### src/rtl/bfloat_pkg.sv
// Shared bfloat16 definitions: field widths, special constants, operand classes
// and the pipeline slot records used by the multiplier back end.
package bfloat_pkg;

    localparam int unsigned EXP_W  = 8;
    localparam int unsigned FRAC_W = 7;
    localparam int unsigned PROD_W = 14;
    localparam int unsigned SIG_W  = 16;
    localparam int unsigned XEXP_W = 10;

    localparam logic signed [XEXP_W-1:0] BF_BIAS    = 10'sd127;
    localparam logic signed [XEXP_W-1:0] BF_EXP_MAX = 10'sd255;
    localparam logic [15:0]              BF_QNAN    = 16'h7FC0;

    typedef enum logic [1:0] {
        CLS_NORMAL,
        CLS_ZERO,
        CLS_INF,
        CLS_NAN
    } bf_class_e;

    typedef struct packed {
        logic              valid;
        logic              sign;
        logic [EXP_W-1:0]  ea;
        logic [EXP_W-1:0]  eb;
        logic [FRAC_W-1:0] fa;
        logic [FRAC_W-1:0] fb;
        bf_class_e         cls_a;
        bf_class_e         cls_b;
    } bf_slot_t;

    typedef struct packed {
        logic              valid;
        logic              sign;
        logic [SIG_W-1:0]  sig;
        logic [XEXP_W-1:0] exp;    // two's complement, reinterpreted as signed downstream
        logic              invalid;
        logic              inf;
        logic              zero;
    } bf_stage_a_t;

    // Denormals are flushed: any zero exponent counts as zero.
    function automatic bf_class_e bf_classify(input logic [15:0] x);
        bf_class_e cls;
        cls = CLS_NORMAL;
        if (x[14:7] == '0) begin
            cls = CLS_ZERO;
        end else if (x[14:7] == '1) begin
            cls = (x[6:0] == '0) ? CLS_INF : CLS_NAN;
        end
        return cls;
    endfunction

endpackage

### src/rtl/bfloat_round_rne.sv
// Combinational normalize + round-to-nearest-even of a 16-bit significand
// product (1.xx or 1x.xx form) to a 7-bit bfloat fraction.
module bfloat_round_rne
    import bfloat_pkg::*;
(
    input  logic [SIG_W-1:0]         sig,
    input  logic signed [XEXP_W-1:0] exp,
    output logic [FRAC_W-1:0]        m,
    output logic signed [XEXP_W-1:0] exp_adj
);

    logic [FRAC_W-1:0]        m_raw;
    logic                     guard;
    logic                     sticky;
    logic                     inc;
    logic signed [XEXP_W-1:0] exp_n;

    always_comb begin
        m_raw  = '0;
        guard  = 1'b0;
        sticky = 1'b0;
        exp_n  = exp;
        if (sig[15]) begin
            m_raw  = sig[14:8];
            guard  = sig[7];
            sticky = |sig[6:0];
            exp_n  = exp + 10'sd1;
        end else begin
            m_raw  = sig[13:7];
            guard  = sig[6];
            sticky = |sig[5:0];
        end
        inc = guard & (sticky | m_raw[0]);
        m   = m_raw + {{(FRAC_W-1){1'b0}}, inc};
        // Fraction wrapping to zero means the significand rounded up to 2.0.
        exp_adj = (inc && (m_raw == '1)) ? exp_n + 10'sd1 : exp_n;
    end

endmodule

### src/rtl/bfloat_mult_normalize.sv
// bfloat16 multiplier back end: delays operand fields to meet the mantissa
// product, then normalizes, rounds and packs the result with status flags.
module bfloat_mult_normalize
    import bfloat_pkg::*;
#(
    parameter int unsigned MULT_LAT = 4
) (
    input  logic              clk,
    input  logic              rst,
    input  logic              in_valid,
    input  logic [15:0]       a,
    input  logic [15:0]       b,
    input  logic [PROD_W-1:0] frac_prod,
    output logic              out_valid,
    output logic [15:0]       out,
    output logic              overflow,
    output logic              underflow,
    output logic              invalid
);

    bf_slot_t    dl_d [MULT_LAT];
    bf_slot_t    dl_q [MULT_LAT];
    bf_stage_a_t sa_d;
    bf_stage_a_t sa_q;

    logic [FRAC_W-1:0]        rnd_m;
    logic signed [XEXP_W-1:0] rnd_exp;

    logic        out_valid_d, out_valid_q;
    logic [15:0] out_d, out_q;
    logic        overflow_d, overflow_q;
    logic        underflow_d, underflow_q;
    logic        invalid_d, invalid_q;

    // Operand delay line, aligned with the mantissa multiplier latency.
    always_comb begin
        dl_d[0].valid = in_valid;
        dl_d[0].sign  = a[15] ^ b[15];
        dl_d[0].ea    = a[14:7];
        dl_d[0].eb    = b[14:7];
        dl_d[0].fa    = a[6:0];
        dl_d[0].fb    = b[6:0];
        dl_d[0].cls_a = bf_classify(a);
        dl_d[0].cls_b = bf_classify(b);
        for (int unsigned i = 1; i < MULT_LAT; i++) begin
            dl_d[i] = dl_q[i-1];
        end
    end

    always_ff @(posedge clk) begin
        for (int unsigned i = 0; i < MULT_LAT; i++) begin
            dl_q[i] <= dl_d[i];
        end
        if (rst) begin
            for (int unsigned i = 0; i < MULT_LAT; i++) begin
                dl_q[i].valid <= 1'b0;
            end
        end
    end

    // Stage A: merge frac_prod into the full significand (128+fa)(128+fb).
    always_comb begin
        bf_slot_t s;
        logic [EXP_W:0] fsum;
        s    = dl_q[MULT_LAT-1];
        fsum = {1'b0, s.fa} + {1'b0, s.fb};
        sa_d.valid   = s.valid;
        sa_d.sign    = s.sign;
        sa_d.sig     = 16'h4000 + {1'b0, fsum, 7'd0} + {2'b00, frac_prod};
        sa_d.exp     = {2'b00, s.ea} + {2'b00, s.eb} - BF_BIAS;
        sa_d.invalid = (s.cls_a == CLS_NAN) || (s.cls_b == CLS_NAN) ||
                       (((s.cls_a == CLS_INF) || (s.cls_b == CLS_INF)) &&
                        ((s.cls_a == CLS_ZERO) || (s.cls_b == CLS_ZERO)));
        sa_d.inf     = (s.cls_a == CLS_INF) || (s.cls_b == CLS_INF);
        sa_d.zero    = (s.cls_a == CLS_ZERO) || (s.cls_b == CLS_ZERO);
    end

    always_ff @(posedge clk) begin
        sa_q <= sa_d;
        if (rst) begin
            sa_q.valid <= 1'b0;
        end
    end

    bfloat_round_rne u_round (
        .sig     (sa_q.sig),
        .exp     ($signed(sa_q.exp)),
        .m       (rnd_m),
        .exp_adj (rnd_exp)
    );

    // Stage B: special-case priority and packing; bubbles emit all zeros.
    always_comb begin
        out_valid_d = sa_q.valid;
        out_d       = '0;
        overflow_d  = 1'b0;
        underflow_d = 1'b0;
        invalid_d   = 1'b0;
        if (sa_q.valid) begin
            if (sa_q.invalid) begin
                out_d     = BF_QNAN;
                invalid_d = 1'b1;
            end else if (sa_q.inf) begin
                out_d = {sa_q.sign, 8'hFF, 7'h00};
            end else if (sa_q.zero) begin
                out_d = {sa_q.sign, 15'h0000};
            end else if (rnd_exp >= BF_EXP_MAX) begin
                out_d      = {sa_q.sign, 8'hFF, 7'h00};
                overflow_d = 1'b1;
            end else if (rnd_exp <= 10'sd0) begin
                out_d       = {sa_q.sign, 15'h0000};
                underflow_d = 1'b1;
            end else begin
                out_d = {sa_q.sign, rnd_exp[7:0], rnd_m};
            end
        end
    end

    always_ff @(posedge clk) begin
        if (rst) begin
            out_valid_q <= 1'b0;
            out_q       <= '0;
            overflow_q  <= 1'b0;
            underflow_q <= 1'b0;
            invalid_q   <= 1'b0;
        end else begin
            out_valid_q <= out_valid_d;
            out_q       <= out_d;
            overflow_q  <= overflow_d;
            underflow_q <= underflow_d;
            invalid_q   <= invalid_d;
        end
    end

    assign out_valid = out_valid_q;
    assign out       = out_q;
    assign overflow  = overflow_q;
    assign underflow = underflow_q;
    assign invalid   = invalid_q;

endmodule
### config.mk
export PLATFORM = sky130hd
export DESIGN_NAME = bfloat_mult_normalize
export DESIGN_NICKNAME = d
export VERILOG_FILES = /design/src/rtl/bfloat_pkg.sv /design/src/rtl/bfloat_round_rne.sv /design/src/rtl/bfloat_mult_normalize.sv
export SDC_FILE = /design/constraint.sdc
export NUM_CORES = 1
export LEC_CHECK = 0
export ABC_AREA = 1
export CORE_UTILIZATION = 50
export CTS_CLUSTER_DIAMETER = 80
export DETAILED_ROUTE_END_ITERATION = 16
export PLACE_DENSITY = 0.75
export SLEW_MARGIN = 20
export SYNTH_ARGS = -nofsm -noshare
export SYNTH_HDL_FRONTEND = slang
export SYNTH_SLANG_ARGS = --single-unit
### constraint.sdc
create_clock -name clk -period 2.5 [get_ports clk]
set_clock_uncertainty 0.15 [all_clocks]
set_input_delay 0.5 -clock clk [delete_from_list [all_inputs] [get_ports clk]]
set_output_delay 0.5 -clock clk [all_outputs]
set_load 0.005 [all_outputs]
==> impl_metrics.env <==
export IMPL_timing_hold_worst_path_depth=0
export IMPL_criticalPathCategory="reg2reg"
export IMPL_tritoncts_clock_tree="built"
export IMPL_power_per_unit_of_standard_cell_area_nw_per_um2=917
export IMPL_synthXorXnorAreaFrac=0.0304
export IMPL_drt_iter0_markers=176
export IMPL_tritoncts_num_sinks=195
export IMPL_cap_violations=0
export IMPL_clock_group_share_of_total_power=0.331
export IMPL_synth_edf_count=0
export IMPL_synthArstFlopShare=0
export IMPL_grt_pass1_vias=3890
export IMPL_io_buffer_count=68
export IMPL_htree_num_levels=4
export IMPL_floorplan_die_height_um=115
export IMPL_syn_instance_count=633
export IMPL_grtUsageTotal=0.154
export IMPL_synth_simple_area_share=0.185
export IMPL_ys_flop_type="dfxtp_1"
export IMPL_critical_path_required_ns=2.70
export IMPL_number_of_fill_cells_in_the_layout=903
export IMPL_fp_row_count=40
export IMPL_post_synth_design_cell_area_um2=6340
export IMPL_route_antenna_remaining_nets=0
export IMPL_finalSetupViolCount=2
export IMPL_main_combinational_cell_family_by_area_after_synthesis="simple AND/OR/NAND/NOR gates"
export IMPL_tritoncts_num_buffers=17
export IMPL_globalRouteOverflowTotal=0
export IMPL_synth_distinct_cells=38
export IMPL_layout_drive_gt1_share=0.218
export IMPL_timing_max_slew_rel_slack=0.497
export IMPL_synth_avg_cell_area_um2=10.0
export IMPL_fraction_of_the_mapped_netlist_area_in_compound_gates=0.0432
export IMPL_vdd_ir_drop_worst_uv=534
export IMPL_ys_seq_elements=195
export IMPL_path_max_fanout=8
export IMPL_combinationalPowerShare=0.217
export IMPL_netlist_area_leader_share=0.616
export IMPL_mappedNetlistNets=717
export IMPL_power_share_sequential=0.452
export IMPL_timing_critical_path_arrival_ns=2.72
export IMPL_cts_root_buf="clkbuf_16"
export IMPL_synth_fa_ha_area_frac=0.0727
export IMPL_worst_setup_path_start_kind="register"
export IMPL_fmax_ghz=0.396
export IMPL_synth_area_leader_cell="dfxtp_1"
export IMPL_routedWlPerCell_um=10.8
export IMPL_period_minus_slack_ns=2.52
export IMPL_largest_net_degree_at_the_start_of_global_routing=20
export IMPL_yosys_top_cells_area="dfxtp_1, nand2_1, ha_1"
export IMPL_place_detailed_hpwl_um=6470
export IMPL_post_drt_via_cell_ratio=4.51
export IMPL_switching_power_mw=2.15
export IMPL_fp_dieW_um=115
export IMPL_drtPass1Iterations=6
export IMPL_reg2regPathDepth=19
export IMPL_synthToLayoutAreaGrowth_pct=31.2
export IMPL_unrepaired_setup_endpoints_after_global_routing="true"
export IMPL_internal_power_mw=5.48
export IMPL_hold_viol_final=0
export IMPL_clk_pin_slew_ns=0.07
export IMPL_clk_latency_ns=0.42
export IMPL_commonest_cells_after_routing_fill_and_taps_aside="dfxtp_1, nand2_1, clkdlybuf4s50_1, inv_1, nor2_1"
export IMPL_design_final_nets=829
export IMPL_place_gp_congestion=0.837
export IMPL_die_area_um2=13100
export IMPL_routed_wirelength_um=10000
export IMPL_failing_checks="negative setup slack"
export IMPL_commonest_non_fill_non_tap_cell_in_the_layout="dfxtp_1"
export IMPL_tns_ns=-0.0247
export IMPL_seq_area_frac_synth=0.616
export IMPL_postLayoutSetupSlackWorst_ns=-0.0230
export IMPL_p_sw_frac=0.282
export IMPL_synth_yosys_warnings=0
export IMPL_grt_antenna_before_repair=0
export IMPL_drc_errors=0
export IMPL_slew_viol_final=0
export IMPL_synth_mux_area_fraction=0
export IMPL_status="complete, but fails checks"
export IMPL_grt_pass1_wl_um=15600
export IMPL_vias=4164
export IMPL_diodes=0
export IMPL_max_clock_path_buffers=2
export IMPL_pin_count=69
export IMPL_post_route_util=0.684
export IMPL_worst_setup_path_end_kind="register"
export IMPL_worst_pin_slew_ns=0.752
export IMPL_start_util=0.521
export IMPL_final_cycle_share=1.01
export IMPL_power_static_leakage_nw=3.76
export IMPL_core_area_um2=12200
export IMPL_timing_hold_worst_class="reg2reg"
Yosys cell counts (all sizes together), types with 2 or more instances:
library cell and number:
o22ai 2, nor2 55, dfxtp 195, a22o 2, nand4 7, nor3 4
ha 32, nand2 151, xor2 15, o21ai 9, nor4 7, nand3 28
o21bai 3, inv 74, xnor2 7, fa 3, and3 2, buf 4
a21oi 27
stage by stage:
step | area (um2) | setup slack [ns] | hold WS (ns) | instances | power (mW)
5_1_grt | 8320 | -0.188 | 0.175 | 924 | 8.02
2_1_floorplan | 6340 | 0.113 | 0.160 | 633 | 4.44
3_3_place_gp | 7220 | 0.0259 | 0.162 | 868 | 4.68
3_5_place_dp | 7220 | -0.167 | 0.162 | 868 | 4.73
4_1_cts | 7860 | -0.0157 | 0.174 | 902 | 7.31
6_report | 8320 | -0.0230 | 0.173 | 924 | 7.63
sequential cells by signal (all words and copies together), names as in the netlist:
register and count:
out_valid 1, underflow 1, dl_q 144, out 16, out_valid_d 1, sa_q 30
invalid 1, overflow 1
layout make-up:
cell class                 instances  area [um2]  area share
clock inverter                     9        97.6      0.0117
timing repair inverter             1        8.76     0.00105
clock buffer                      21         460      0.0554
timing repair buffer              96         957       0.115
tap                              168         210      0.0253
multi-input combinational        360        2370       0.285
inverter                          74         293      0.0352
sequential                       195        3920       0.471
critical path, stage by stage, from the launching register on:
cell and delay [ns]:
dfxtp_4 0.37, buf_12 0.15, clkinv_8 0.06, nand2_2 0.05, nand2_2 0.09, nand2_2 0.06, nor2_2 0.10, nand2_2 0.08
nor2_4 0.27, buf_6 0.16, nand3_1 0.07, nand2_1 0.14, nand2_1 0.07, inv_1 0.07, nand3_2 0.10, nand2_4 0.11
nand2_4 0.07, nand2_2 0.07, nand2_2 0.05, a21oi_2 0.15
logic make-up (layout without fill, tap and decap cells):
family                   Yosys count  in the layout
AO/OA/AOI/OAI                     47             47
XOR/XNOR                          22             22
AND/OR/NAND/NOR                  255            256
adder cells (fa/ha/maj)           35             35
flip-flops                       195            195
buffers and inverters             79            201
per-layer routing:
metal	routed length, um	up-vias	global-route usage	share of wire
li1	-	2221	-	-
met1	4130	1832	0.153	0.41
met2	5240	85	0.285	0.52
met3	351	26	0.0434	0.035
met4	283	0	0.0926	0.028
met5	0	-	0	0
power by group through the flow:
| stage | Sequential, mW | Clock, mW | Combinational, mW |
|---|---|---|---|
| floorplan | 3.47 | 0 | 0.965 |
| global placement | 3.49 | 0 | 1.19 |
| detailed placement | 3.50 | 0 | 1.23 |
| CTS | 3.43 | 2.59 | 1.29 |
| global route | 3.47 | 2.72 | 1.83 |
| finish | 3.45 | 2.53 | 1.65 |
worst paths after layout:
check                   start     endpoint  slack (ns)
setup reg to reg     sa_q[28]       out[8]       -0.02
hold reg to reg   dl_q[1][26]  dl_q[2][26]        0.17
hold / removal    dl_q[1][26]  dl_q[2][26]        0.17
setup / recovery     sa_q[28]       out[8]       -0.02
what timing repair did:
item / in CTS / in global routing
pin swaps: 13 / 28
hold buffers: 0 / 0
gates cloned: 0 / 4
buffers inserted: 4 / 18
endpoints found under the setup margin: 2 / 20
gates resized for setup: 12 / 81
Power figures use the tool's default switching activity.
